**src/rtl/native_mem_pkg.sv**
```systemverilog
// Shared types and constants for the native-memory copy engine and its benches.
package native_mem_pkg;

    typedef enum logic [2:0] {
        IDLE,
        RD,
        RD_GAP,
        WR,
        WR_GAP,
        DONE
    } state_t;

    localparam int          WORD_BYTES = 4;
    localparam logic [3:0]  WSTRB_READ = 4'b0000;
    localparam logic [3:0]  WSTRB_FULL = 4'b1111;
    localparam logic [31:0] NOP_INSN   = 32'h0000_0013;

    // Byte address of word idx past base; wraps modulo 2^32.
    function automatic logic [31:0] word_addr(input logic [31:0] base, input logic [31:0] idx);
        return base + idx * 32'(WORD_BYTES);
    endfunction

endpackage

```
**src/rtl/native_mem_copier.sv**
```systemverilog
// Native-bus copy engine: len words src->dst, one read then one write per word; optional stall watchdog (NATIVE_MEM_COPIER_TIMEOUT_EN).
// Latency: done at cycle 4*len after start with a zero-wait responder (cycle 1 for len=0); +1 cycle per wait cycle.
// Backpressure: holds mem_valid/addr/wdata/wstrb until mem_ready; without the watchdog it waits forever.
module native_mem_copier
    import native_mem_pkg::*;
#(
    parameter int LEN_W   = 16,
    parameter int TIMEOUT = 255
) (
    input  logic             clk,
    input  logic             resetn,
    input  logic             start,
    input  logic [31:0]      src_addr,
    input  logic [31:0]      dst_addr,
    input  logic [LEN_W-1:0] len,
    output logic             busy,
    output logic             done,
    output logic             error,
    output logic             mem_valid,
    output logic             mem_instr,
    input  logic             mem_ready,
    output logic [31:0]      mem_addr,
    output logic [31:0]      mem_wdata,
    output logic [3:0]       mem_wstrb,
    input  logic [31:0]      mem_rdata
);

    state_t           state;
    logic [31:0]      src_q;
    logic [31:0]      dst_q;
    logic [LEN_W-1:0] len_q;
    logic [LEN_W-1:0] idx;
    logic [LEN_W-1:0] idx_inc;
    logic             stall_expired;

    assign idx_inc   = idx + LEN_W'(1);
    assign mem_instr = 1'b0;

`ifdef NATIVE_MEM_COPIER_TIMEOUT_EN
    logic [31:0] wd_cnt;

    // Fires on the TIMEOUT-th consecutive stalled cycle; mem_valid drops on the next one.
    assign stall_expired = mem_valid && !mem_ready && (wd_cnt == 32'(TIMEOUT - 1));

    always_ff @(posedge clk) begin
        if (!resetn) begin
            wd_cnt <= '0;
        end else if (mem_valid && !mem_ready && !stall_expired) begin
            wd_cnt <= wd_cnt + 32'd1;
        end else begin
            wd_cnt <= '0;
        end
    end
`else
    assign stall_expired = 1'b0;
`endif

    always_ff @(posedge clk) begin
        if (!resetn) begin
            state     <= IDLE;
            src_q     <= '0;
            dst_q     <= '0;
            len_q     <= '0;
            idx       <= '0;
            busy      <= 1'b0;
            done      <= 1'b0;
            error     <= 1'b0;
            mem_valid <= 1'b0;
            mem_addr  <= '0;
            mem_wdata <= '0;
            mem_wstrb <= WSTRB_READ;
        end else begin
            done <= 1'b0;
            case (state)
                IDLE: begin
                    if (start) begin
                        error <= 1'b0;
                        busy  <= 1'b1;
                        if (len != '0) begin
                            src_q     <= src_addr & ~32'h3;
                            dst_q     <= dst_addr & ~32'h3;
                            len_q     <= len;
                            idx       <= '0;
                            mem_valid <= 1'b1;
                            mem_addr  <= src_addr & ~32'h3;
                            mem_wstrb <= WSTRB_READ;
                            state     <= RD;
                        end else begin
                            done  <= 1'b1;
                            state <= DONE;
                        end
                    end
                end
                RD: begin
                    if (stall_expired) begin
                        mem_valid <= 1'b0;
                        error     <= 1'b1;
                        done      <= 1'b1;
                        state     <= DONE;
                    end else if (mem_ready) begin
                        // mem_wdata doubles as the word buffer; it is not sampled while mem_valid is low.
                        mem_wdata <= mem_rdata;
                        mem_valid <= 1'b0;
                        state     <= RD_GAP;
                    end
                end
                RD_GAP: begin
                    mem_valid <= 1'b1;
                    mem_addr  <= word_addr(dst_q, 32'(idx));
                    mem_wstrb <= WSTRB_FULL;
                    state     <= WR;
                end
                WR: begin
                    if (stall_expired) begin
                        mem_valid <= 1'b0;
                        error     <= 1'b1;
                        done      <= 1'b1;
                        state     <= DONE;
                    end else if (mem_ready) begin
                        mem_valid <= 1'b0;
                        idx       <= idx_inc;
                        // The final gap cycle is the done cycle itself.
                        if (idx_inc == len_q) begin
                            done  <= 1'b1;
                            state <= DONE;
                        end else begin
                            state <= WR_GAP;
                        end
                    end
                end
                WR_GAP: begin
                    mem_valid <= 1'b1;
                    mem_addr  <= word_addr(src_q, 32'(idx));
                    mem_wstrb <= WSTRB_READ;
                    state     <= RD;
                end
                DONE: begin
                    busy  <= 1'b0;
                    state <= IDLE;
                end
                default: begin
                    mem_valid <= 1'b0;
                    busy      <= 1'b0;
                    state     <= IDLE;
                end
            endcase
        end
    end

endmodule

```
**config.mk**
```make
export PLATFORM = sky130hd
export DESIGN_NAME = native_mem_copier
export DESIGN_NICKNAME = d
export VERILOG_FILES = /design/src/rtl/native_mem_pkg.sv /design/src/rtl/native_mem_copier.sv
export SDC_FILE = /design/constraint.sdc
export NUM_CORES = 1
export LEC_CHECK = 0
export BUFFER_PORTS_ARGS = -buffer_cell sky130_fd_sc_hd__buf_4
export CAP_MARGIN = 30
export CORE_UTILIZATION = 25
export CTS_CLUSTER_DIAMETER = 150
export DETAILED_ROUTE_END_ITERATION = 8
export GPL_TIMING_DRIVEN = 0
export PLACE_DENSITY = 0.43
export SLEW_MARGIN = 5
export SYNTH_ARGS = -nofsm -noshare
export SYNTH_HDL_FRONTEND = slang
export SYNTH_SLANG_ARGS = --single-unit
export TNS_END_PERCENT = 100
```
**constraint.sdc**
```tcl
create_clock -name clk -period 3.9 [get_ports clk]
set_input_delay 0.195 -clock clk [delete_from_list [all_inputs] [get_ports clk]]
set_output_delay 0.195 -clock clk [all_outputs]
set_load 0.01 [all_outputs]
```
==> results of run 1 <==
-- cells by family after synthesis --
| family | synth area share |
|---|---|
| buffers and inverters | 0.0481 |
| XOR/XNOR | 0.0430 |
| AND/OR/NAND/NOR | 0.256 |
| flip-flops | 0.386 |
| multiplexers | 0.0247 |
| adder cells (fa/ha/maj) | 0.0278 |
| AO/OA/AOI/OAI | 0.214 |
| other | 0.000449 |
-- per-layer routing --
layer	global-route usage	share of wire	vias to the layer above
met5	0	0	-
met4	0.0664	0.022	0
met3	0.0397	0.057	39
met2	0.320	0.45	302
met1	0.261	0.47	4150
li1	-	-	4456
-- how the worst max path moves through the flow --
stage,startpoint,to,slack [ns],cells past startpoint
finish,state[0],mem_addr[30],0.19,14
global route,state[0],mem_addr[30],0.01,14
CTS,state[0],mem_addr[30],0.007,14
detailed placement,state[0],mem_addr[30],-0.74,15
global placement,state[0],mem_addr[30],-0.70,15
floorplan,state[0],mem_addr[30],0.46,15
-- final cells by class --
cell class              count  area [um^2]  share of cell area
inverters                  12         45.0             0.00390
flip-flops and latches    161         3220               0.279
clock buffers              23          498              0.0431
well taps                 442          553              0.0479
clock inverters             9          126              0.0109
multi-input cells         873         4750               0.412
plain buffers              75          345              0.0299
repair buffers            245         2000               0.173
-- power groups by stage --
stage | Combinational, mW | Sequential [mW] | Clock [mW]
2_1_floorplan | 0.381 | 1.89 | 0
3_3_place_gp | 0.766 | 1.89 | 0
3_5_place_dp | 0.769 | 1.90 | 0
4_1_cts | 0.822 | 1.86 | 1.85
5_1_grt | 0.899 | 1.87 | 1.92
6_report | 0.816 | 1.86 | 1.80
-- worst register-to-register path, stage by stage (launching register included) --
cell       delay, ns
dfxtp_1         0.31
buf_6           0.13
nor3b_2         0.37
buf_4           0.36
nand2_1         0.09
nand2_1         0.07
ha_1            0.18
inv_1           0.07
fa_1            0.38
nand2b_1        0.19
a21oi_1         0.28
o21ai_2         0.23
a2111oi_2       0.37
mux2_1          0.40
a211oi_1        0.20
-- through the flow --
stage          TNS, ns  utilization  worst slack, ns  total power [mW]  cell area [um^2]
2_1_floorplan        0            -            0.456              2.27              8370
3_3_place_gp     -8.82        0.314           -0.697              2.66             10300
3_5_place_dp     -9.88        0.314           -0.743              2.67             10300
4_1_cts              0        0.352          0.00680              4.54             11500
5_1_grt              0        0.353           0.0106              4.69             11500
6_report             0        0.353            0.190              4.48             11500
-- cells in the final DEF (no fill, tap or decap), types with 8 or more instances in the layout --
cell type	instances
clkbuf_1	47
nor4_1	11
nand3_1	28
dfxtp_1	161
ha_1	17
dlygate4sd3_1	63
nor3_1	13
nand2_1	334
buf_4	189
xor2_1	15
o21ai_0	43
mux2i_1	15
a21oi_1	165
clkbuf_16	17
a221oi_1	10
a311oi_1	8
nand4_1	18
inv_1	11
nor2_1	38
a31oi_1	22
xnor2_1	26
buf_2	14
-- state kept, by name, indices dropped and copies added (netlist names) --
register,count
idx,16
mem_wstrb,1
busy,1
done,1
len_q,16
dst_q,30
state,3
src_q,30
mem_addr,30
mem_wdata,32
mem_valid,1
-- what timing repair did --
item                                   4_1_cts  5_1_grt
pin swaps                                    0        4
buffers inserted                             0        2
gates resized for setup                      2        3
setup endpoints to repair                   22        9
hold buffers                                63        0
endpoints found under the hold margin       63        0
==> metrics.md, run 1 <==
| Metric | Value |
|---|---|
| Detail Route Antenna Nets | `0` |
| Largest net degree at the start of global routing | `20` |
| Slew margin rel. | `0.379` |
| First-pass GRT wire length | `about 51000 um` |
| Initial detailed-routing violation count | `~550` |
| WL/cell | `18.1 um` |
| Synth async-reset ratio | `0` |
| Die area | `~34000 um^2` |
| Max H-tree Level | `4` |
| Internal power | `approximately 3.2 mW` |
| Ys flop type | `dfxtp_1` |
| Clk sink count | `161` |
| Synth top cells by count | `nand2_1 (334), a21oi_1 (165), dfxtp_1 (161)` |
| Vias in the first global route | `8618` |
| Die X | `185 um` |
| Sw Ratio | `0.283` |
| Clock tree root driver cell | `clkbuf_16` |
| Final Slew Violations | `0` |
| Clock Power Share | `0.403` |
| Pre-antenna DRT Iters | `5` |
| Hold crit path type | `primary input to register` |
| Hold WS | `0.0189 ns` |
| Ys Warns | `0` |
| Max rail drop VDD | `~0.00032 V` |
| Critical Path RT | `4.25 ns` |
| Total CTS buffers | `17` |
| Critical path class | `register to register` |
| Worst hold stages | `3` |
| PortBufs | `179` |
| Reg-to-Reg End | `mem_addr[30]` |
| Worst slew pin tran | `slightly above 0.9 ns` |
| DP HPWL | `25400 um` |
| DP Cell Count | `1746` |
| Sequential share of power | `0.415` |
| Source of the worst register-to-register timing path | `state[0]` |
| Clk buf depth | `2` |
| I/O pins | `189` |
| Yosys reg bits | `~160` |
| Post-synth EDFFs | `0` |
| Syn-to-layout area delta | `38.1%` |
| Max-Cap Viols | `0` |
| Status | `finished, final reports clean` |
| Most frequent cell after synthesis | `nand2_1` |
| Antenna fix cells | `0` |
| Post-synth top area share | `0.386` |
| PD cells | `388 nW/um^2` |
| # nets final | `1519` |
| Sw power | `between 1 and 1.5 mW` |
| Slowest-stage cell, CP | `mux2_1` |
| RSZ-0062 raised after global routing | `no` |
| # fillers | `3524` |
| Hold Path Sink | `dst_q[20]` |
| Fmax | `270 MHz` |
| CTS tree | `yes` |
| Post-synthesis sequential area ratio | `0.386` |
| Worst-Skew Late Latency | `0.45 ns` |
| Synthesized area per cell | `7.45 um^2` |
| Minimum clock period after layout | `around 3.7 ns` |
| Post-Syn Instances | `1122` |
| Total global routing overflow | `0` |
| Initial antenna violation count | `0` |
| GRT Total Usage | `0.198` |
| Rows | `66` |
| CP Capture Type | `register` |
| Crit path max fanout | `19` |
| Drt drc | `0` |
| Layout cell share with drive strength beyond 1 | `0.182` |
| Fin crit share | `0.951` |
| Skew final | `0.0104 ns` |
| Leakage Power | `roughly 4.5 nW` |
| Slowest stage delay, CP | `0.40 ns` |
| Routed WL | `~33000 um` |
| Die height | `185 um` |
| Final cell count without fillers | `1840` |
| Synth cell types | `71` |
| Core ar. | `32700 um^2` |
| Worst endpoint data arrival time | `4.06 ns` |
| CP dominant cell by count | `nand2_1` |
| R2R Setup Slk | `0.19 ns` |
| Hold Crit Start | `dst_addr[20]` |
| Via count | `8947` |
| Via density | `between 4 and 5` |
| Fin. Hold Viols | `0` |
| Initial Util | `0.256` |
| Yosys top cell by area | `dfxtp_1` |
| FF-to-FF path depth | `14` |
| Buf+Inv Stages, Crit Path | `3` |
| Syn Std Cell Area | `8360 um^2` |
| Clk slew on worst S/H paths | `roughly 0.06 ns` |
| Largest cells by area after synthesis | `dfxtp_1 (39%), nand2_1 (15%), a21oi_1 (9.9%)` |
| GPL Wtd Cong | `0.895` |
| Combinational share of power | `0.182` |
| Top delay family on crit path | `compound AO/OA/AOI/OAI gates` |
| Cells along the critical path | `buf_6, nor3b_2, buf_4, nand2_1, nand2_1, ha_1, inv_1, fa_1, nand2b_1, a21oi_1, o21ai_2, a2111oi_2, mux2_1, a211oi_1` |
| Final setup viols | `0` |
| Startpoint types | `register` |
Note: power is estimated with default switching activity, not from simulation.
==> inputs of run 2 (changes only) <==
--- a/config.mk
+++ b/config.mk
@@ -5,13 +5,13 @@
 export SDC_FILE = /design/constraint.sdc
 export NUM_CORES = 1
 export LEC_CHECK = 0
+export ABC_AREA = 1
 export BUFFER_PORTS_ARGS = -buffer_cell sky130_fd_sc_hd__buf_4
 export CAP_MARGIN = 30
 export CORE_UTILIZATION = 25
 export CTS_CLUSTER_DIAMETER = 150
 export DETAILED_ROUTE_END_ITERATION = 8
 export GPL_TIMING_DRIVEN = 0
-export PLACE_DENSITY = 0.43
 export SLEW_MARGIN = 5
 export SYNTH_ARGS = -nofsm -noshare
 export SYNTH_HDL_FRONTEND = slang
==> run 2 against run 1 <==
  * Non-clock buffer count shrank 44
  * Clock skew grew 0.0010 ns
  * Core utilization shrank 1.3 points
  * Fmax grew 3.8%
  * Worst setup slack gained 0.13 ns
  * Final cell count grew 4.4%
==> metrics.md, run 2 <==
| Metric | Value |
|---|---|
| Yosys reg bits | `161` |
| Clock Power Share | `0.309` |
| Max reg flops | `32` |
| Post-cts repair resize count | `0` |
| DP HPWL | `23500 um` |
| Largest reg by FF count | `mem_wdata` |
| Rows | `66` |
| Final setup viols | `0` |
| I/O pins | `189` |
| Synthesized area per cell | `6.69 um^2` |
| Syn-to-layout area delta | `34.0%` |
| Post-Syn Instances | `~1200` |
| Largest net degree at the start of global routing | `17` |
| Die area | `33800 um^2` |
| Synth cell types | `42` |
| Antenna fix cells | `0` |
| Clock tree root driver cell | `clkbuf_16` |
| GPL Wtd Cong | `0.914` |
| Layout cell share with drive strength beyond 1 | `0.178` |
| Initial antenna violation count | `1` |
| Max H-tree Level | `4` |
| Sequential share of power | `0.382` |
| Vias in the first global route | `8316` |
| Total global routing overflow | `0` |
| Pre-antenna DRT Iters | `5` |
| Crit path max fanout | `19` |
| Fin area | `11100 um^2` |
| Sw power | `~2 mW` |
| Largest family of logic cells by synthesized area | `simple AND/OR/NAND/NOR gates` |
| Worst-Skew Late Latency | `0.44 ns` |
| RSZ-0062 raised after global routing | `no` |
| Synth async-reset ratio | `0` |
| Most frequent cells in the layout | `nand2_1 (249), nor2_1 (240), buf_4 (188), dfxtp_1 (161), o21ai_0 (156)` |
| Routed WL | `30100 um` |
| Via count | `8765` |
| GRT Total Usage | `0.178` |
| Clk sink count | `161` |
| Total CTS buffers | `17` |
| Clk slew on worst S/H paths | `0.07 ns` |
| WL/cell | `15.7 um` |
| Post-synth EDFFs | `0` |
| Largest cells by area after synthesis | `dfxtp_1 (39%), nand2_1 (11%), nor2_1 (11%)` |
| Placed cell area | `10200 um^2` |
| Commonest non-fill, non-tap cell in the layout | `nand2_1` |
| Initial Util | `0.254` |
| Most frequent cell after synthesis | `nand2_1` |
| Ys flop type | `dfxtp_1` |
| First-pass GRT wire length | `46000 um` |
| Final cell count without fillers | `about 1900` |
| Post-CTS Setup Repair Bufs | `0` |
| Total negative setup slack | `0 ns` |
| Post-synth top area share | `0.390` |
| Die height | `184 um` |
| Slew margin rel. | `0.465` |
| Drt drc | `0` |
| Initial detailed-routing violation count | `531` |
| Leakage Power | `roughly 4.9 nW` |
| Combinational share of power | `0.308` |
| Clk buf depth | `2` |
| DP Cell Count | `1859` |
| Fraction of the mapped netlist area in adder cells | `0.0282` |
| Critical path class | `register to register` |
| Critical Path RT | `4.20 ns` |
| # nets final | `1600` |
| Hold crit path type | `primary input to register` |
| CTS tree | `yes` |
| Sw Ratio | `0.361` |
| Post-synthesis sequential area ratio | `0.390` |
| Simple-gate share of the synthesized area | `0.293` |
| Synth top cells by count | `nand2_1 (249), nor2_1 (240), dfxtp_1 (161)` |
| Compound-gate portion of the synthesized area | `0.182` |
| Status | `finished, final reports clean` |
| Yosys top cell by area | `dfxtp_1` |
| Hold WS | `0.00881 ns` |
| Fin. Hold Viols | `0` |
| Syn Std Cell Area | `8260 um^2` |
| CP Capture Type | `register` |
| Internal power | `3.53 mW` |
| Minimum clock period after layout | `3.58 ns` |
| Skew final | `0.0114 ns` |
| Fin crit share | `0.917` |
| Ys Warns | `0` |
| Max rail drop VDD | `between 0.0002 and 0.00025 V` |
| Final Slew Violations | `0` |
| Startpoint types | `register` |
| Via density | `4.56` |
| Max-Cap Viols | `0` |
| Mux share of post-synthesis cell area | `0.00121` |
| PD cells | `approximately 500 nW/um^2` |
| Fmax | `280 MHz` |
| Detail Route Antenna Nets | `0` |
| PortBufs | `180` |
| Die X | `184 um` |
| Synth Area in XOR/XNOR | `0.0250` |
| # fillers | `3554` |
| Core ar. | `32500 um^2` |
| Worst endpoint data arrival time | `3.88 ns` |
| Worst slew pin tran | `0.803 ns` |
## run 2: changes by cell type after synthesis, sizes merged, moves of 14 or more
cell / before / now
a21oi: 165 / 94
a31oi: 22 / 5
inv: 11 / 91
mux2i: 15 / 1
nand2: 334 / 256
nand3: 28 / 61
nor2: 40 / 248
o21ai: 44 / 176
xnor2: 26 / 6
## run 2: final timing paths
path | from | endpoint | slack (ns) | cells past startpoint
min | mem_rdata[3] | mem_wdata[3] | 0.009 | 3
max reg2reg | state[1] | mem_addr[24] | 0.32 | 19
min reg2reg | src_q[3] | src_q[3] | 0.46 | 2
max | state[1] | mem_addr[24] | 0.32 | 19
## run 2: logic make-up (layout without fill, tap and decap cells)
logic type,after synthesis,count (layout)
other,1,4
and+or+nand+nor,589,589
xor gates and xnor gates,22,22
buffers and inverters,157,399
DFF,161,161
AOI/OAI and AO/OA,285,285
muxes,1,1
adders and majority gates,18,18
## run 2: critical path, cell delays in order, from the launching register on
cell and delay [ns]:
dfxtp_1 0.48, nor2_4 0.07, nand2_4 0.16, buf_12 0.17
buf_6 0.20, nand2_1 0.10, nand2_1 0.11, ha_1 0.17
inv_1 0.05, fa_1 0.39, inv_1 0.09, nand3_1 0.09
nand2_1 0.14, a21oi_1 0.14, o21ai_0 0.34, nand2_1 0.09
nand2_1 0.20, a21oi_1 0.11, o21ai_1 0.24, a21oi_1 0.09
## run 2: power groups by stage
stage                     sequential (mW)  clock [mW]  combinational (mW)
after global routing                 2.15        1.79                1.89
after detailed placement             2.15           0                1.67
final                                2.11        1.71                1.70
after CTS                            2.11        1.72                1.70
after global placement               2.14           0                1.66
after floorplan                      2.16           0               0.919
## run 2: final cells by class
class	count	area [um^2]	share of cell area
multi-input combinational	919	4390	0.396
sequential	161	3220	0.291
timing repair buffer	211	1660	0.150
tap	442	553	0.0500
clock buffer	20	467	0.0422
inverter	91	342	0.0309
buffer	65	314	0.0284
clock inverter	12	121	0.0110
## run 2: metrics by stage
stage	worst slack, ns	util	power, mW
after floorplan	1.12	-	3.08
after global placement	0.266	0.313	3.81
after detailed placement	0.265	0.313	3.82
after CTS	0.246	0.340	5.54
after global routing	0.00913	0.340	5.83
final	0.324	0.340	5.52
## run 2: metal layers
metal / routed length [um] / GRT usage / up-vias
met5: 0 / 0 / -
met4: 517 / 0.0480 / 0
met3: 2440 / 0.0487 / 25
met2: 13800 / 0.296 / 288
met1: 13300 / 0.225 / 3992
li1: - / - / 4460
## run 2: what timing repair did
action                                  in CTS  in global routing
hold endpoints to repair                    31                  0
hold buffers                                31                  0
endpoints found under the setup margin       0                  2
